### config.mk
export PLATFORM = sky130hd
export DESIGN_NAME = cortex_m0_mem_arbiter_flat
export DESIGN_NICKNAME = d
export VERILOG_FILES = /design/src/rtl/cortex_m0_mem_arbiter_if.sv /design/src/rtl/cortex_m0_mem_arbiter.sv /design/src/flat_wrapper.sv
export SDC_FILE = /design/constraint.sdc
export NUM_CORES = 1
export LEC_CHECK = 0
export BUFFER_PORTS_ARGS = -buffer_cell sky130_fd_sc_hd__buf_2
export CORE_MARGIN = 2
export CORE_UTILIZATION = 51
export DETAILED_ROUTE_END_ITERATION = 6
export GPL_TIMING_DRIVEN = 0
export HOLD_SLACK_MARGIN = 0.12
export PLACE_DENSITY = 0.86
export SYNTH_ARGS = -nofsm -noshare
export SYNTH_HDL_FRONTEND = slang
export SYNTH_SLANG_ARGS = --single-unit
### constraint.sdc
create_clock -name clk -period 2.6 [get_ports clk]
set_input_delay 0 -clock clk [delete_from_list [all_inputs] [get_ports clk]]
set_output_delay 0 -clock clk [all_outputs]
set_load 0.01 [all_outputs]
### src/rtl/cortex_m0_mem_arbiter_if.sv
// Bundle of the fetch, load/store and memory-bus signals around the arbiter.
// slave = arbiter side, master = core/memory side driving it.
interface cortex_m0_mem_arbiter_if #(
  parameter int AW = 32,
  parameter int DW = 32
);
  logic          if_req;
  logic [AW-1:0] if_addr;
  logic [DW-1:0] if_rdata;
  logic          if_done;

  logic          ls_req;
  logic          ls_write;
  logic [1:0]    ls_size;
  logic [AW-1:0] ls_addr;
  logic [DW-1:0] ls_wdata;
  logic [DW-1:0] ls_rdata;
  logic          ls_done;
  logic          ls_err;

  logic          mem_req;
  logic          mem_write;
  logic [1:0]    mem_size;
  logic [AW-1:0] mem_addr;
  logic [DW-1:0] mem_wdata;
  logic [DW-1:0] mem_rdata;
  logic          mem_ready;

  modport slave (
    input  if_req, if_addr,
    output if_rdata, if_done,
    input  ls_req, ls_write, ls_size, ls_addr, ls_wdata,
    output ls_rdata, ls_done, ls_err,
    output mem_req, mem_write, mem_size, mem_addr, mem_wdata,
    input  mem_rdata, mem_ready
  );

  modport master (
    output if_req, if_addr,
    input  if_rdata, if_done,
    output ls_req, ls_write, ls_size, ls_addr, ls_wdata,
    input  ls_rdata, ls_done, ls_err,
    input  mem_req, mem_write, mem_size, mem_addr, mem_wdata,
    output mem_rdata, mem_ready
  );
endinterface

### src/rtl/cortex_m0_mem_arbiter.sv
// Single-outstanding memory bus arbiter between fetch and load/store ports.
// Load/store has priority; a starvation counter forces a fetch grant.
module cortex_m0_mem_arbiter #(
  parameter int AW         = 32,
  parameter int DW         = 32,
  parameter int STARVE_MAX = 4
) (
  input  logic                    clk,
  input  logic                    reset,
  cortex_m0_mem_arbiter_if.slave  bus,
  output logic [1:0]              owner
);
  typedef enum logic [1:0] {IDLE, BUSY, RESP} state_e;

  localparam logic [1:0] OWN_NONE   = 2'b00;
  localparam logic [1:0] OWN_IF     = 2'b01;
  localparam logic [1:0] OWN_LS     = 2'b10;
  localparam logic [3:0] STARVE_LIM = 4'(STARVE_MAX);

  state_e        state_q, state_d;
  logic [1:0]    owner_q, owner_d;
  logic [3:0]    starve_q, starve_d;
  logic          mem_req_q, mem_req_d;
  logic          mem_write_q, mem_write_d;
  logic [1:0]    mem_size_q, mem_size_d;
  logic [AW-1:0] mem_addr_q, mem_addr_d;
  logic [DW-1:0] mem_wdata_q, mem_wdata_d;
  logic [DW-1:0] if_rdata_q, if_rdata_d;
  logic [DW-1:0] ls_rdata_q, ls_rdata_d;
  logic          if_done_q, if_done_d;
  logic          ls_done_q, ls_done_d;
  logic          ls_err_q, ls_err_d;

  logic          fetch_win, ls_win, ls_legal;
  logic [AW-1:0] if_addr_al;

  assign if_addr_al = bus.if_addr & ~AW'(3);
  assign fetch_win  = bus.if_req && (!bus.ls_req || starve_q == STARVE_LIM);
  assign ls_win     = !fetch_win && bus.ls_req;

  always_comb begin
    ls_legal = 1'b0;
    case (bus.ls_size)
      2'b00:   ls_legal = 1'b1;
      2'b01:   ls_legal = !bus.ls_addr[0];
      2'b10:   ls_legal = (bus.ls_addr[1:0] == 2'b00);
      default: ls_legal = 1'b0;
    endcase
  end

  always_comb begin
    state_d     = state_q;
    owner_d     = owner_q;
    starve_d    = starve_q;
    mem_req_d   = mem_req_q;
    mem_write_d = mem_write_q;
    mem_size_d  = mem_size_q;
    mem_addr_d  = mem_addr_q;
    mem_wdata_d = mem_wdata_q;
    if_rdata_d  = if_rdata_q;
    ls_rdata_d  = ls_rdata_q;
    if_done_d   = 1'b0;
    ls_done_d   = 1'b0;
    ls_err_d    = 1'b0;
    case (state_q)
      IDLE: begin
        // a fetch that loses here can only have lost to load/store
        if (!bus.if_req || fetch_win)   starve_d = 4'd0;
        else if (starve_q != STARVE_LIM) starve_d = starve_q + 4'd1;
        if (fetch_win) begin
          mem_req_d   = 1'b1;
          mem_write_d = 1'b0;
          mem_size_d  = 2'b10;
          mem_addr_d  = if_addr_al;
          mem_wdata_d = '0;
          owner_d     = OWN_IF;
          state_d     = BUSY;
        end else if (ls_win && ls_legal) begin
          mem_req_d   = 1'b1;
          mem_write_d = bus.ls_write;
          mem_size_d  = bus.ls_size;
          mem_addr_d  = bus.ls_addr;
          mem_wdata_d = bus.ls_wdata;
          owner_d     = OWN_LS;
          state_d     = BUSY;
        end else if (ls_win) begin
          ls_done_d  = 1'b1;
          ls_err_d   = 1'b1;
          ls_rdata_d = '0;
          state_d    = RESP;
        end
      end
      BUSY: begin
        if (bus.mem_ready) begin
          mem_req_d = 1'b0;
          state_d   = RESP;
          if (owner_q == OWN_IF) begin
            if_rdata_d = bus.mem_rdata;
            if_done_d  = 1'b1;
          end else begin
            ls_rdata_d = mem_write_q ? '0 : bus.mem_rdata;
            ls_done_d  = 1'b1;
          end
        end
      end
      RESP: begin
        owner_d = OWN_NONE;
        state_d = IDLE;
      end
      default: state_d = IDLE;
    endcase
  end

  always_ff @(posedge clk) begin
    if (!reset) begin
      state_q     <= IDLE;
      owner_q     <= OWN_NONE;
      starve_q    <= 4'd0;
      mem_req_q   <= 1'b0;
      mem_write_q <= 1'b0;
      mem_size_q  <= 2'b00;
      mem_addr_q  <= '0;
      mem_wdata_q <= '0;
      if_rdata_q  <= '0;
      ls_rdata_q  <= '0;
      if_done_q   <= 1'b0;
      ls_done_q   <= 1'b0;
      ls_err_q    <= 1'b0;
    end else begin
      state_q     <= state_d;
      owner_q     <= owner_d;
      starve_q    <= starve_d;
      mem_req_q   <= mem_req_d;
      mem_write_q <= mem_write_d;
      mem_size_q  <= mem_size_d;
      mem_addr_q  <= mem_addr_d;
      mem_wdata_q <= mem_wdata_d;
      if_rdata_q  <= if_rdata_d;
      ls_rdata_q  <= ls_rdata_d;
      if_done_q   <= if_done_d;
      ls_done_q   <= ls_done_d;
      ls_err_q    <= ls_err_d;
    end
  end

  assign owner         = owner_q;
  assign bus.mem_req   = mem_req_q;
  assign bus.mem_write = mem_write_q;
  assign bus.mem_size  = mem_size_q;
  assign bus.mem_addr  = mem_addr_q;
  assign bus.mem_wdata = mem_wdata_q;
  assign bus.if_rdata  = if_rdata_q;
  assign bus.if_done   = if_done_q;
  assign bus.ls_rdata  = ls_rdata_q;
  assign bus.ls_done   = ls_done_q;
  assign bus.ls_err    = ls_err_q;
endmodule
### src/flat_wrapper.sv
// flat-port wrapper written by rule: the top's interface ports become plain ports
module cortex_m0_mem_arbiter_flat 
#(
  parameter int AW         = 32,
  parameter int DW         = 32,
  parameter int STARVE_MAX = 4
)
  (clk, reset, owner, bus_if_req, bus_if_addr, bus_if_rdata, bus_if_done, bus_ls_req, bus_ls_write, bus_ls_size, bus_ls_addr, bus_ls_wdata, bus_ls_rdata, bus_ls_done, bus_ls_err, bus_mem_req, bus_mem_write, bus_mem_size, bus_mem_addr, bus_mem_wdata, bus_mem_rdata, bus_mem_ready);
  cortex_m0_mem_arbiter_if #(.AW(AW), .DW(DW)) bus_i ();
  input  logic clk;
  input  logic reset;
  output logic [1:0] owner;
  input wire logic [$bits(bus_i.if_req)-1:0] bus_if_req;
  input wire logic [$bits(bus_i.if_addr)-1:0] bus_if_addr;
  output wire logic [$bits(bus_i.if_rdata)-1:0] bus_if_rdata;
  output wire logic [$bits(bus_i.if_done)-1:0] bus_if_done;
  input wire logic [$bits(bus_i.ls_req)-1:0] bus_ls_req;
  input wire logic [$bits(bus_i.ls_write)-1:0] bus_ls_write;
  input wire logic [$bits(bus_i.ls_size)-1:0] bus_ls_size;
  input wire logic [$bits(bus_i.ls_addr)-1:0] bus_ls_addr;
  input wire logic [$bits(bus_i.ls_wdata)-1:0] bus_ls_wdata;
  output wire logic [$bits(bus_i.ls_rdata)-1:0] bus_ls_rdata;
  output wire logic [$bits(bus_i.ls_done)-1:0] bus_ls_done;
  output wire logic [$bits(bus_i.ls_err)-1:0] bus_ls_err;
  output wire logic [$bits(bus_i.mem_req)-1:0] bus_mem_req;
  output wire logic [$bits(bus_i.mem_write)-1:0] bus_mem_write;
  output wire logic [$bits(bus_i.mem_size)-1:0] bus_mem_size;
  output wire logic [$bits(bus_i.mem_addr)-1:0] bus_mem_addr;
  output wire logic [$bits(bus_i.mem_wdata)-1:0] bus_mem_wdata;
  input wire logic [$bits(bus_i.mem_rdata)-1:0] bus_mem_rdata;
  input wire logic [$bits(bus_i.mem_ready)-1:0] bus_mem_ready;
  assign bus_i.if_req = bus_if_req;
  assign bus_i.if_addr = bus_if_addr;
  assign bus_if_rdata = bus_i.if_rdata;
  assign bus_if_done = bus_i.if_done;
  assign bus_i.ls_req = bus_ls_req;
  assign bus_i.ls_write = bus_ls_write;
  assign bus_i.ls_size = bus_ls_size;
  assign bus_i.ls_addr = bus_ls_addr;
  assign bus_i.ls_wdata = bus_ls_wdata;
  assign bus_ls_rdata = bus_i.ls_rdata;
  assign bus_ls_done = bus_i.ls_done;
  assign bus_ls_err = bus_i.ls_err;
  assign bus_mem_req = bus_i.mem_req;
  assign bus_mem_write = bus_i.mem_write;
  assign bus_mem_size = bus_i.mem_size;
  assign bus_mem_addr = bus_i.mem_addr;
  assign bus_mem_wdata = bus_i.mem_wdata;
  assign bus_i.mem_rdata = bus_mem_rdata;
  assign bus_i.mem_ready = bus_mem_ready;
  cortex_m0_mem_arbiter #(.AW(AW), .DW(DW), .STARVE_MAX(STARVE_MAX)) u_core (.clk(clk), .reset(reset), .bus(bus_i), .owner(owner));
endmodule
# Word level (Yosys, flattened, before mapping)
# Cells that the tools add are included.
[op_classes]
eq_ne = 14
addsub = 1
mux = 37
n_reduce_logical = 25
[ops]
columns = ["cell", "n"]
rows = [
  ["$mux W32", 10],
  ["$pmux W32 S2", 1],
  ["$mux W2", 8],
  ["$mux W1", 11],
  ["$reduce_and A2 Y1", 5],
  ["$reduce_and A3 Y1", 3],
  ["$mux W4", 2],
  ["$ne A2 B2 Y1 const B", 4],
  ["$pmux W2 S2", 2],
  ["$reduce_bool A2 Y1", 4],
  ["$eq A2 B1 Y1 const B", 3],
  ["$logic_not A2 Y1", 3],
  ["$reduce_and A6 Y1", 1],
  ["$add A4 B1 Y4 const B", 1],
  ["$eq A2 B2 Y1 const B", 2],
  ["$eq A4 B3 Y1 const B", 1],
  ["$logic_not A1 Y1", 4],
  ["$ne A4 B1 Y1 const B", 1],
  ["$ne A4 B3 Y1 const B", 1],
  ["$pmux W1 S2", 2],
  ["$logic_and A1 B1 Y1", 3],
  ["$ne A3 B1 Y1 const B", 1],
  ["$pmux W1 S3", 1],
  ["$logic_or A1 B1 Y1", 2],
  ["$ne A2 B1 Y1 const B", 1],
]
[totals]
inputBits = 136
reg_bits = 143
elab_cells = 90
out_inout_bits = 137

# Depth between registers and ports, before layout
[logic_depth]
ltp_word = 9
mapped_depth = 8

# Worst setup path after synthesis
# No wires, ideal clock.
[synth_timing]
path_kind = "register -> register"
startpoint = "reg u_core.starve_q[0]"
endpoint = "reg u_core.mem_addr_q[24], in the netlist u_core.bus.mem_addr[24]"
setup_slack_ps = 798
arrival_ps = 1719
setup_ps = 83
required_time_ps = 2517
path_stages_with_launch = 9
path_cell_list = "dfxtp_1 inv_1 ha_1 and4b_4 or2_1 buf_6 buf_6 or3_1 o221ai_1"
[synth_between]
elab_chain_cells = 8
[synth_rtl]
columns = ["element", "line", "source"]
rows = [
  ["start, declared", "cortex_m0_mem_arbiter.sv:22", "logic [3:0] starve_q, starve_d;"],
  ["start signal, assigned", "cortex_m0_mem_arbiter.sv:132", "starve_q <= starve_d;"],
  ["$eq A4 B3 Y1 (*)", "cortex_m0_mem_arbiter.sv:38", "assign fetch_win = bus.if_req && (!bus.ls_req || starve_q == STARVE_LIM);"],
  ["$logic_or A1 B1 Y1 (*)", "cortex_m0_mem_arbiter.sv:38", ""],
  ["$logic_and A1 B1 Y1 (*)", "cortex_m0_mem_arbiter.sv:38", ""],
  ["$logic_not A1 Y1", "cortex_m0_mem_arbiter.sv:39", "assign ls_win = !fetch_win && bus.ls_req;"],
  ["$logic_and A1 B1 Y1", "cortex_m0_mem_arbiter.sv:39", ""],
  ["$logic_and A1 B1 Y1", "cortex_m0_mem_arbiter.sv:78", "end else if (ls_win && ls_legal) begin"],
  ["$reduce_bool A2 Y1 (no line)", "n/a", ""],
  ["$reduce_and A2 Y1 (no line)", "n/a", ""],
  ["end signal, assigned", "cortex_m0_mem_arbiter.sv:136", "mem_addr_q <= mem_addr_d;"],
  ["end, declared", "cortex_m0_mem_arbiter.sv:26", "logic [AW-1:0] mem_addr_q, mem_addr_d;"],
]
# Every way passes the cells marked *; elsewhere a longest branch is shown, timed or not.
# A chain may end at the register's enable or synchronous reset.

# Worst setup path in the final report
[layout_timing]
startpoint = "reg u_core.starve_q[0]"
endpoint = "reg u_core.mem_addr_q[11], in the netlist u_core.bus.mem_addr[11]"
# The elaborated chain is that of the path after synthesis.

==> reports/metrics.csv <==
stage,metric,value,unit
route,drt-pass1-iter-count,6,
synth,yosys.area_share.adder,0.409,%
route,drc_errors,0,
min_path,hold_end,u_core.bus.mem_wdata[23],
min_path,worst_hold_path_type,input pin to register,
route,vias,7626,
global_route,grt-ovfl-total,0,
worst_setup_path,rr_endpoint,u_core.bus.mem_addr[11],
route,via_per_inst,6.16,
timing,hold_viol,0,
power,peakVddDrop,0.000505,V
timing,relSlewSlack,49.4,%
place,io_buffers,270,
clocking,clkTransAtPathRegs,60,ps
global_route,grt_pass1_vias,7630,
global_route,grt_max_degree,17,
timing,fin_setup_tns,0,ps
synth,synth_top_family_by_area,compound AO/OA/AOI/OAI gates,
min_path,whs_path_depth,3,
route,drt_iter0_drc,885,
floorplanning,io_pins,273,
timing,maxSlewViolCount,0,
clocking,clk_latency,430,ps
global_route,antenna_found_initial,0,
worst_setup_path,timing.rr.start,u_core.starve_q[0],
worst_setup_path,worstPathMaxFanout,10,
place,gp_congestion,0.827,
synth,synthArstFlopShare,0,%
synth,synth-seq-cells,143,
synth,ys_types,47,
place,dp_cells,1075,
clocking,postCtsSetupBuffers,0,
timing,tightest_slew,758,ps
clocking,cts_sinks,143,
synth,synth-simple-area-share,16.5,%
timing,setup-violations-final,0,
worst_setup_path,critPathRequiredTime,2890,ps
final_layout,fillCellCount,654,
final_layout,drive_gt1_share,31.0,%
worst_setup_path,r2r_slack,60,ps
worst_setup_path,critical_path.top_delay_family,buffers and inverters,
synth,synth_area,6120,sq um
worst_setup_path,worstSetupPathType,register to register,
worst_setup_path,crit_arrival,2820,ps
global_route,grt_use_total,38.5,%
route,ant_nets,0,
final_layout,nNetsFinal,1218,
synth,synth-xor-area-share,0.429,%
run,cap_violations,0,
timing,period_needed,2540,ps
synth,ys_seq_area_share,46.8,%
worst_setup_path,cpPeakStageDelay,590,ps
worst_setup_path,critPathLaunchType,register,
clocking,cts_tree,done,
synth,synth_flop_cell,dfxtp_1,
synth,synth_nets,796,
route,drt-total-wl,25300,microns
place,dp_hpwl,13500,microns
clocking,h-tree-depth,4,
floorplanning,core_area,11900,sq um
floorplanning,design.die.area,12900,sq um
worst_setup_path,worst_r2r_path_depth,9,
global_route,grt_pass1_wl,38800,microns
synth,netlist.area_leader.share,46.8,%
synth,synthMuxAreaShare,4.91,%
clocking,numCtsBuffers,17,
synth,synth_edf_count,0,
power,p_leak,4.18,nW
timing,fin_skew,9.35,ps
synth,synthTopCellsByArea,"dfxtp_1 (47%), nand2_1 (8.1%), a32o_1 (5.9%)",
floorplanning,die_h,114,microns
worst_setup_path,slowest_stage,dlygate4sd3_1,
timing,min_period_over_period,97.6,%
floorplanning,die_w,114,microns
final_layout,layoutNonFillerInstCount,1238,
synth,synth_compound_area_share,24.6,%
synth,avgSynthCellArea,9.30,sq um
synth,yosysMostFrequentCell,dfxtp_1,
clocking,clockBufferDepth,2,
worst_setup_path,crit_chain,inv_1 > ha_1 > and4b_4 > or2_1 > buf_6 > buf_4 > mux2i_1 > dlygate4sd3_1 > o221ai_1,
timing,clock.fmax,394,MHz
min_path,min_from,bus_ls_wdata[23],
synth,yosys-top-cells-count,"dfxtp_1 (143), nand2_1 (132), nor2_1 (37)",
floorplanning,start_util,51.6,%
timing,rsz0062_at_grt,no,
final_layout,syn2layout_area_growth,56.4,%
floorplanning,rows,40,
power,power-per-cell-area,612,nW/um^2
final_layout,seqCellArea,2870,sq um
synth,yosys_warnings,0,
synth,synth_top_area_cell,dfxtp_1,
worst_setup_path,critPathCaptureType,register,
synth,synthesis.instances,658,
final_layout,antenna_cells,0,
worst_setup_path,path_buf_inv,4,
route,post_drt_wl_per_cell,20.4,microns
final_layout,multi_input_area,2870,sq um
run_status,status,finished clean,
clocking,cts-root-buf,clkbuf_16,
[registers in the layout, indices dropped and copies added (netlist names)]
signal	cells
u_core.bus.if_done	1
u_core.bus.if_rdata	32
u_core.bus.ls_done	1
u_core.bus.ls_err	1
u_core.bus.ls_rdata	32
u_core.bus.mem_addr	32
u_core.bus.mem_req	1
u_core.bus.mem_size	2
u_core.bus.mem_wdata	32
u_core.bus.mem_write	1
u_core.owner	2
u_core.starve_q	4
u_core.state_q	2
[report_power, final]
| group | switching [mW] | total (mW) | internal, mW |
|---|---|---|---|
| Sequential | 0.0783 | 2.38 | 2.30 |
| Clock | 0.929 | 2.46 | 1.53 |
| Combinational | 0.556 | 1.02 | 0.464 |
| Total | 1.56 | 5.86 | 4.29 |
[layout by cell type, fill, tap and decap left out, types with 31 or more instances in the layout]
master / netlist / routed
buf_2: 17 / 287
nand2_1: 132 / 132
o31ai_1: 35 / 35
a41oi_1: 31 / 31
clkbuf_1: 32 / 35
a32o_1: 36 / 36
dfxtp_1: 143 / 141
nor2_1: 37 / 37
dlygate4sd3_1: 0 / 133
[how the worst max path moves through the flow]
stage / depth (start not counted) / to / slack [ps] / from
6_report: 9 / u_core.bus.mem_addr[11] / 60 / u_core.starve_q[0]
5_1_grt: 9 / u_core.bus.mem_addr[25] / 5 / u_core.starve_q[0]
4_1_cts: 9 / u_core.bus.mem_addr[21] / 110 / u_core.starve_q[0]
3_5_place_dp: 7 / u_core.bus.ls_rdata[2] / 560 / u_core.starve_q[0]
3_3_place_gp: 7 / u_core.bus.ls_rdata[28] / 570 / u_core.starve_q[0]
2_1_floorplan: 8 / u_core.bus.mem_addr[24] / 800 / u_core.starve_q[0]
[repair_timing]
action / 4_1_cts / 5_1_grt
hold buffers: 133 / 2
endpoints found under the hold margin: 136 / 2
resized for setup: 0 / 3
setup endpoints to repair: 0 / 25
[per-layer routing]
metal	wire, microns	share of wire [%]	track usage, %	up-vias
met5	0	0	0	-
met1	8910	35	42.2	3572
met2	12500	49	67.5	625
li1	-	-	-	3287
met3	2430	9.6	9.88	142
met4	1440	5.7	22.4	0
[stage by stage]
stage / setup slack (ps) / area, sq um / power [mW] / util (%) / hold slack [ps]
4_1_cts: 107 / 9570 / 5.72 / 80.7 / 310
3_5_place_dp: 564 / 7660 / 3.17 / 64.5 / 213
5_1_grt: 4.56 / 9570 / 5.99 / 80.7 / 340
6_report: 62.8 / 9570 / 5.86 / 80.7 / 316
3_3_place_gp: 575 / 7660 / 3.16 / 64.5 / 209
2_1_floorplan: 798 / 6120 / 2.83 / - / 99.0
[cells by family (layout without fill, tap and decap cells)]
| kind of cell | count (synthesis) | after routing |
|---|---|---|
| DFF | 143 | 143 |
| and+or+nand+nor | 225 | 225 |
| buffers and inverters | 75 | 508 |
| xor gates and xnor gates | 3 | 3 |
| muxes | 30 | 30 |
| adders and majority gates | 2 | 2 |
| AOI/OAI and AO/OA | 180 | 180 |
[tightest hold or removal path, delay by kind of cell]
| kind | cells | cell delay [ps] |
|---|---|---|
| buf+inv | 2 | 610 |
| compound gates | 1 | 110 |
[final cells by class]
type / instances / area share [%]
well taps: 147 / 1.92
multi-input cells: 440 / 29.9
repair buffers: 403 / 28.0
clock buffers: 25 / 5.28
plain buffers: 70 / 3.91
clock inverters: 5 / 0.823
flip-flops and latches: 143 / 29.9
inverters: 5 / 0.196
Note: power is estimated with default switching activity, not from simulation.
